File: src/rtl/ps2_keyboard_if.sv
// Bundles the PS/2 pins and the decoded key outputs of ps2_keyboard.
// master = the receiver/decoder, slave = the keyboard side and the key consumer.
`timescale 1ns/1ps
interface ps2_keyboard_if;
    logic       ps2_clk;
    logic       ps2_data;
    logic [7:0] keycode;
    logic       extended;
    logic       key_valid;
    logic       key_release;
    logic       parity_err;

    modport master (
        input  ps2_clk, ps2_data,
        output keycode, extended, key_valid, key_release, parity_err
    );

    modport slave (
        output ps2_clk, ps2_data,
        input  keycode, extended, key_valid, key_release, parity_err
    );
endinterface

File: src/rtl/ps2_keyboard.sv
// PS/2 set-2 keyboard receiver: pin conditioning, frame FSM and E0/F0 prefix decoding.
// Define PS2_PARITY_CHECK_EN to reject frames failing the odd-parity check.
`timescale 1ns/1ps
module ps2_keyboard #(
    parameter int FILTER_LEN     = 8,
    parameter int TIMEOUT_CYCLES = 100000
) (
    input  logic           clk,
    input  logic           clrn,
    ps2_keyboard_if.master bus
);

    typedef enum logic [1:0] {IDLE, DATA, PARITY, STOP} state_t;

    localparam logic [7:0] BYTE_EXT = 8'hE0;
    localparam logic [7:0] BYTE_BRK = 8'hF0;
    localparam int FW = $clog2(FILTER_LEN + 1);
    localparam int TW = $clog2(TIMEOUT_CYCLES + 1);
    localparam logic [FW-1:0] FILT_LAST = FW'(FILTER_LEN - 1);
    localparam logic [TW-1:0] TMO_LAST  = TW'(TIMEOUT_CYCLES - 1);

    logic          clk_s1, clk_s2, dat_s1, dat_s2;
    logic          filt_level;
    logic [FW-1:0] filt_cnt;
    logic          fe;

    state_t        state;
    logic [2:0]    bit_cnt;
    logic [7:0]    shift;
    logic [TW-1:0] tmo_cnt;
    logic          break_pending, ext_pending;
    logic          parity_ok;

    logic [7:0]    keycode;
    logic          extended, key_valid, key_release, parity_err;

    // NOTE: reset is synchronous, so every register is cleared only inside the clocked branch below.
    always_ff @(posedge clk) begin
        if (!clrn) begin
            clk_s1     <= 1'b1;
            clk_s2     <= 1'b1;
            dat_s1     <= 1'b1;
            dat_s2     <= 1'b1;
            filt_level <= 1'b1;
            filt_cnt   <= '0;
            fe         <= 1'b0;
        end else begin
            clk_s1 <= bus.ps2_clk;
            clk_s2 <= clk_s1;
            dat_s1 <= bus.ps2_data;
            dat_s2 <= dat_s1;
            fe     <= 1'b0;
            // The level flips on the FILTER_LEN-th consecutive differing sample.
            if (clk_s2 != filt_level) begin
                if (filt_cnt == FILT_LAST) begin
                    filt_level <= clk_s2;
                    filt_cnt   <= '0;
                    fe         <= filt_level;
                end else begin
                    filt_cnt <= filt_cnt + 1'b1;
                end
            end else begin
                filt_cnt <= '0;
            end
        end
    end

`ifdef PS2_PARITY_CHECK_EN
    logic parity_bit;
    always_ff @(posedge clk) begin
        if (!clrn)
            parity_bit <= 1'b0;
        else if (fe && state == PARITY)
            parity_bit <= dat_s2;
    end
    assign parity_ok = ^{shift, parity_bit};
`else
    assign parity_ok = 1'b1;
`endif

    always_ff @(posedge clk) begin
        if (!clrn) begin
            state         <= IDLE;
            bit_cnt       <= '0;
            shift         <= '0;
            tmo_cnt       <= '0;
            break_pending <= 1'b0;
            ext_pending   <= 1'b0;
            keycode       <= '0;
            extended      <= 1'b0;
            key_valid     <= 1'b0;
            key_release   <= 1'b0;
            parity_err    <= 1'b0;
        end else begin
            key_valid   <= 1'b0;
            key_release <= 1'b0;
            parity_err  <= 1'b0;

            if (fe || state == IDLE) begin
                tmo_cnt <= '0;
            end else if (tmo_cnt == TMO_LAST) begin
                state   <= IDLE;
                tmo_cnt <= '0;
            end else begin
                tmo_cnt <= tmo_cnt + 1'b1;
            end

            if (fe) begin
                case (state)
                    IDLE: begin
                        if (!dat_s2) begin
                            state   <= DATA;
                            bit_cnt <= '0;
                        end
                    end
                    DATA: begin
                        shift   <= {dat_s2, shift[7:1]};
                        bit_cnt <= bit_cnt + 1'b1;
                        if (bit_cnt == 3'd7)
                            state <= PARITY;
                    end
                    PARITY: state <= STOP;
                    STOP: begin
                        state <= IDLE;
                        if (!(dat_s2 && parity_ok)) begin
                            parity_err <= 1'b1;
                        end else if (shift == BYTE_EXT) begin
                            ext_pending <= 1'b1;
                        end else if (shift == BYTE_BRK) begin
                            break_pending <= 1'b1;
                        end else begin
                            if (!break_pending) begin
                                keycode   <= shift;
                                extended  <= ext_pending;
                                key_valid <= 1'b1;
                            end else if (shift == keycode && ext_pending == extended) begin
                                keycode     <= '0;
                                extended    <= 1'b0;
                                key_release <= 1'b1;
                            end
                            break_pending <= 1'b0;
                            ext_pending   <= 1'b0;
                        end
                    end
                    default: state <= IDLE;
                endcase
            end
        end
    end

    assign bus.keycode     = keycode;
    assign bus.extended    = extended;
    assign bus.key_valid   = key_valid;
    assign bus.key_release = key_release;
    assign bus.parity_err  = parity_err;

endmodule

File: src/flat_wrapper.sv
// flat-port wrapper written by rule: the top's interface ports become plain ports
module ps2_keyboard_flat 
#(
    parameter int FILTER_LEN     = 8,
    parameter int TIMEOUT_CYCLES = 100000
)
  (clk, clrn, bus_ps2_clk, bus_ps2_data, bus_keycode, bus_extended, bus_key_valid, bus_key_release, bus_parity_err);
  ps2_keyboard_if bus_i ();
  input  logic clk;
  input  logic clrn;
  input wire logic [$bits(bus_i.ps2_clk)-1:0] bus_ps2_clk;
  input wire logic [$bits(bus_i.ps2_data)-1:0] bus_ps2_data;
  output wire logic [$bits(bus_i.keycode)-1:0] bus_keycode;
  output wire logic [$bits(bus_i.extended)-1:0] bus_extended;
  output wire logic [$bits(bus_i.key_valid)-1:0] bus_key_valid;
  output wire logic [$bits(bus_i.key_release)-1:0] bus_key_release;
  output wire logic [$bits(bus_i.parity_err)-1:0] bus_parity_err;
  assign bus_i.ps2_clk = bus_ps2_clk;
  assign bus_i.ps2_data = bus_ps2_data;
  assign bus_keycode = bus_i.keycode;
  assign bus_extended = bus_i.extended;
  assign bus_key_valid = bus_i.key_valid;
  assign bus_key_release = bus_i.key_release;
  assign bus_parity_err = bus_i.parity_err;
  ps2_keyboard #(.FILTER_LEN(FILTER_LEN), .TIMEOUT_CYCLES(TIMEOUT_CYCLES)) u_core (.clk(clk), .clrn(clrn), .bus(bus_i));
endmodule
File: config.mk
export PLATFORM = sky130hd
export DESIGN_NAME = ps2_keyboard_flat
export DESIGN_NICKNAME = d
export VERILOG_FILES = /design/src/rtl/ps2_keyboard_if.sv /design/src/rtl/ps2_keyboard.sv /design/src/flat_wrapper.sv
export SDC_FILE = /design/constraint.sdc
export NUM_CORES = 1
export LEC_CHECK = 0
export ABC_AREA = 1
export CAP_MARGIN = 20
export CORE_MARGIN = 1
export CORE_UTILIZATION = 35
export DETAILED_ROUTE_END_ITERATION = 8
export SLEW_MARGIN = 10
export SYNTH_ARGS = -nofsm -noshare
export SYNTH_HDL_FRONTEND = slang
export SYNTH_SLANG_ARGS = --single-unit
export TNS_END_PERCENT = 5
File: constraint.sdc
create_clock -name clk -period 1.45 [get_ports clk]
set_input_delay 0.2175 -clock clk [delete_from_list [all_inputs] [get_ports clk]]
set_output_delay 0.2175 -clock clk [all_outputs]
set_load 0.005 [all_outputs]
==> metrics.txt <==
status=completed; DR pass1 iterations=4; crit start category=flop; Area Growth Syn to Fin=27.3%; first-pass GRT wire length=around 7.7 mm; root buffer cell=clkbuf_8; synth unique cells=32; vias in the first global route=1,766; CTS tree=yes; clk_skew=0.0122 ns; DIE WIDTH=83.8 um; nets@finish=~340; DRT Wirelength=between 4 and 5 mm; pins over their slew limit=0; worst path required time=between 1 and 1.5 ns; synthesized area=about 0.0023 sq mm; RSZ-0062 raised after global routing=yes; post-synthesis compound-gate area fraction=between 10% and 20%; CTS buffer count=5; I/O pin cnt=16; DRC viols=0; Placement Rows=29; CP Max Fanout=3; worst slack, placed=-0.172 ns; fillcell total=approximately 640; Comb pwr share=1.6%; Max-Cap Viols=0; # diodes=0; DR iter-0 viols=45; XOR/XNOR Fraction of Synth Area=4.12%; share of post-route cells with drive strength above 1=between 20% and 30%; Buffers on Ports=15; Tmin final=1.41 ns; core area=about 0.0064 sq mm; combinational family with the most area after synthesis=simple AND/OR/NAND/NOR gates; Internal=slightly above 2 mW; overall die area=roughly 0.0070 sq mm; crit path buf inv count=1; gr usage total=a little over an eighth; IR Drop Worst-Case VDD=around 0.00047 V; largest net degree at the start of global routing=17; sw power=a little over 0.5 mW; FMAX=slightly above 700 MHz; Synth Area in Adders=2.14%; cell depth of the worst setup path=1; cell family with most CP delay=buffers and inverters; Clk network pwr share=about two fifths; Sw Share=20.2%; Power, Total=2.53 mW; Setup-failing EPs final=0; Cell Chain, Critical Path=clkdlybuf4s50_1; final core utilization=a little under half; Hold Path Depth=1; Die H=about 84 um; worst setup margin=between 0.03 and 0.04 ns; buffer levels on the longest clock path=2; CP arrival=1.19 ns; WL/cell=~11 um; slowest stage delay, CP=roughly 0.51 ns; Synth Area in Simple Gates=approximately a quarter; clock slew at reported path FFs=0.10 ns; Synth Instances=about 300; sequential fraction of the synthesis area=46.2%; FF-to-FF path depth=8; CTS sink count=54; antenna viol nets, final=0; Syn Area/Cell=7.90 sq um; Worst-Skew Late Latency=approximately 0.31 ns; hpwl dp=between 3 and 4 mm; Fin Setup TNS=0 ns; syn_nets=approximately 300; Final Hold Viols=0; Power per Cell Area=about 850 mW/mm^2; HP Class=reg -> reg; #FFs+latches synth=54; antenna violations before repair=0; GPL Wtd Cong=around 0.75; CP Capture Type=primary output; relative max-transition margin=approximately 77%; CP Class=reg -> out; Slew @ Worst Pin=roughly 0.34 ns; hold_buf cts=0; Yosys Warn Count=0; period utilization=97.4%; drt via density=approximately 4.7; DR vias=between 1,500 and 2,000; final global-route overflow total=0; Initial Util=a little over a third; mux contribution to synthesized area=0%; slowest CP cell=clkdlybuf4s50_1; Pleak=~1.1 nW; register share of total power=about 59%; H-tree Lvls=2
## registers in the layout, indices dropped and copies added, names as in the netlist, 2 cells and up
name                count
u_core.state            2
u_core.tmo_cnt         17
u_core.bit_cnt          3
u_core.filt_cnt         4
u_core.bus.keycode      8
u_core.shift            8
## per-layer routing
layer,vias to the layer above,global-route usage [%],share of wire (%)
li1,1041,-,-
met1,881,17.5,48
met2,24,21.7,47
met3,5,2.67,3.4
met4,0,4.62,1.1
met5,-,0,0
## final timing paths
path / start / to / slack, ns
worst max-delay path: u_core.bus.keycode[1] / bus_keycode[1] / 0.04
worst min-delay path: u_core.clk_s1 / u_core.clk_s2 / 0.43
worst max register to register: u_core.tmo_cnt[0] / u_core.tmo_cnt[16] / 0.07
worst min register to register: u_core.clk_s1 / u_core.clk_s2 / 0.43
## Yosys cell counts (all sizes together)
| cell type | n | area share [%] |
|---|---|---|
| a211oi | 4 | 1.3 |
| a21oi | 31 | 7.6 |
| a31o | 1 | 0.37 |
| buf | 2 | 0.69 |
| clkbuf | 3 | 0.48 |
| dfxtp | 54 | 46 |
| ha | 4 | 2.1 |
| inv | 39 | 6.4 |
| nand2 | 58 | 10 |
| nand3 | 15 | 3.7 |
| nand4 | 4 | 1.1 |
| nor2 | 29 | 5.6 |
| nor3 | 16 | 4.1 |
| nor3b | 1 | 0.32 |
| nor4 | 2 | 0.53 |
| o211ai | 2 | 0.64 |
| o21ai | 15 | 3.2 |
| o22ai | 1 | 0.27 |
| or2 | 4 | 1.1 |
| xnor2 | 8 | 3.0 |
| xor2 | 3 | 1.1 |
## kinds of logic after synthesis
family	count (synthesis)
buf+inv	44
xor+xnor	11
fa+ha+maj	4
simple gates	129
flops	54
compound gates	54
## through the flow
step / hold slack (ns) / instances / instance area, sq um
3_5_place_dp: 0.402 / 402 / 2700
4_1_cts: 0.427 / 412 / 2860
3_3_place_gp: 0.395 / 402 / 2700
6_report: 0.425 / 414 / 2980
2_1_floorplan: 0.324 / 296 / 2340
5_1_grt: 0.453 / 414 / 2980
## final cells by class
type / instances / area, sq um / share of cell area (%)
repair buffers: 37 / 315 / 10.6
flip-flops and latches: 54 / 1100 / 37.0
inverters: 39 / 149 / 5.00
clock buffers: 5 / 68.8 / 2.31
multi-input cells: 199 / 1210 / 40.5
well taps: 77 / 96.3 / 3.24
clock inverters: 3 / 40.0 / 1.34
## placed cells by master, fill, tap and decap left out, types with 3 or more instances in the layout
| master | count |
|---|---|
| nor2_1 | 22 |
| nand3_1 | 9 |
| dfxtp_1 | 37 |
| dfxtp_2 | 17 |
| nand2_1 | 51 |
| nor2_4 | 6 |
| clkdlybuf4s50_1 | 15 |
| nand4_1 | 4 |
| nor3_1 | 9 |
| inv_1 | 33 |
| xnor2_1 | 8 |
| inv_2 | 5 |
| clkbuf_8 | 5 |
| nand3_2 | 4 |
| a21oi_1 | 25 |
| ha_1 | 3 |
| or2_2 | 4 |
| nor3_2 | 5 |
| buf_4 | 22 |
| a211oi_1 | 3 |
| nand2_2 | 6 |
| xor2_1 | 3 |
| a21oi_2 | 6 |
| o21ai_0 | 14 |
## power groups by stage
| stage | clock [mW] | combinational [mW] | sequential, mW |
|---|---|---|---|
| after global placement | 0 | 0.0407 | 1.53 |
| after CTS | 1.03 | 0.0409 | 1.49 |
| after global routing | 1.07 | 0.0449 | 1.49 |
| after detailed placement | 0 | 0.0409 | 1.53 |
| final | 0.995 | 0.0403 | 1.49 |
| after floorplan | 0 | 0.0210 | 1.53 |
## timing repair
action,in CTS,in global routing
gates resized for setup,7,36
pin swaps,6,9
setup endpoints to repair,3,26
cloned,0,1
setup buffers,2,2
(Power assumes the default switching activity.)
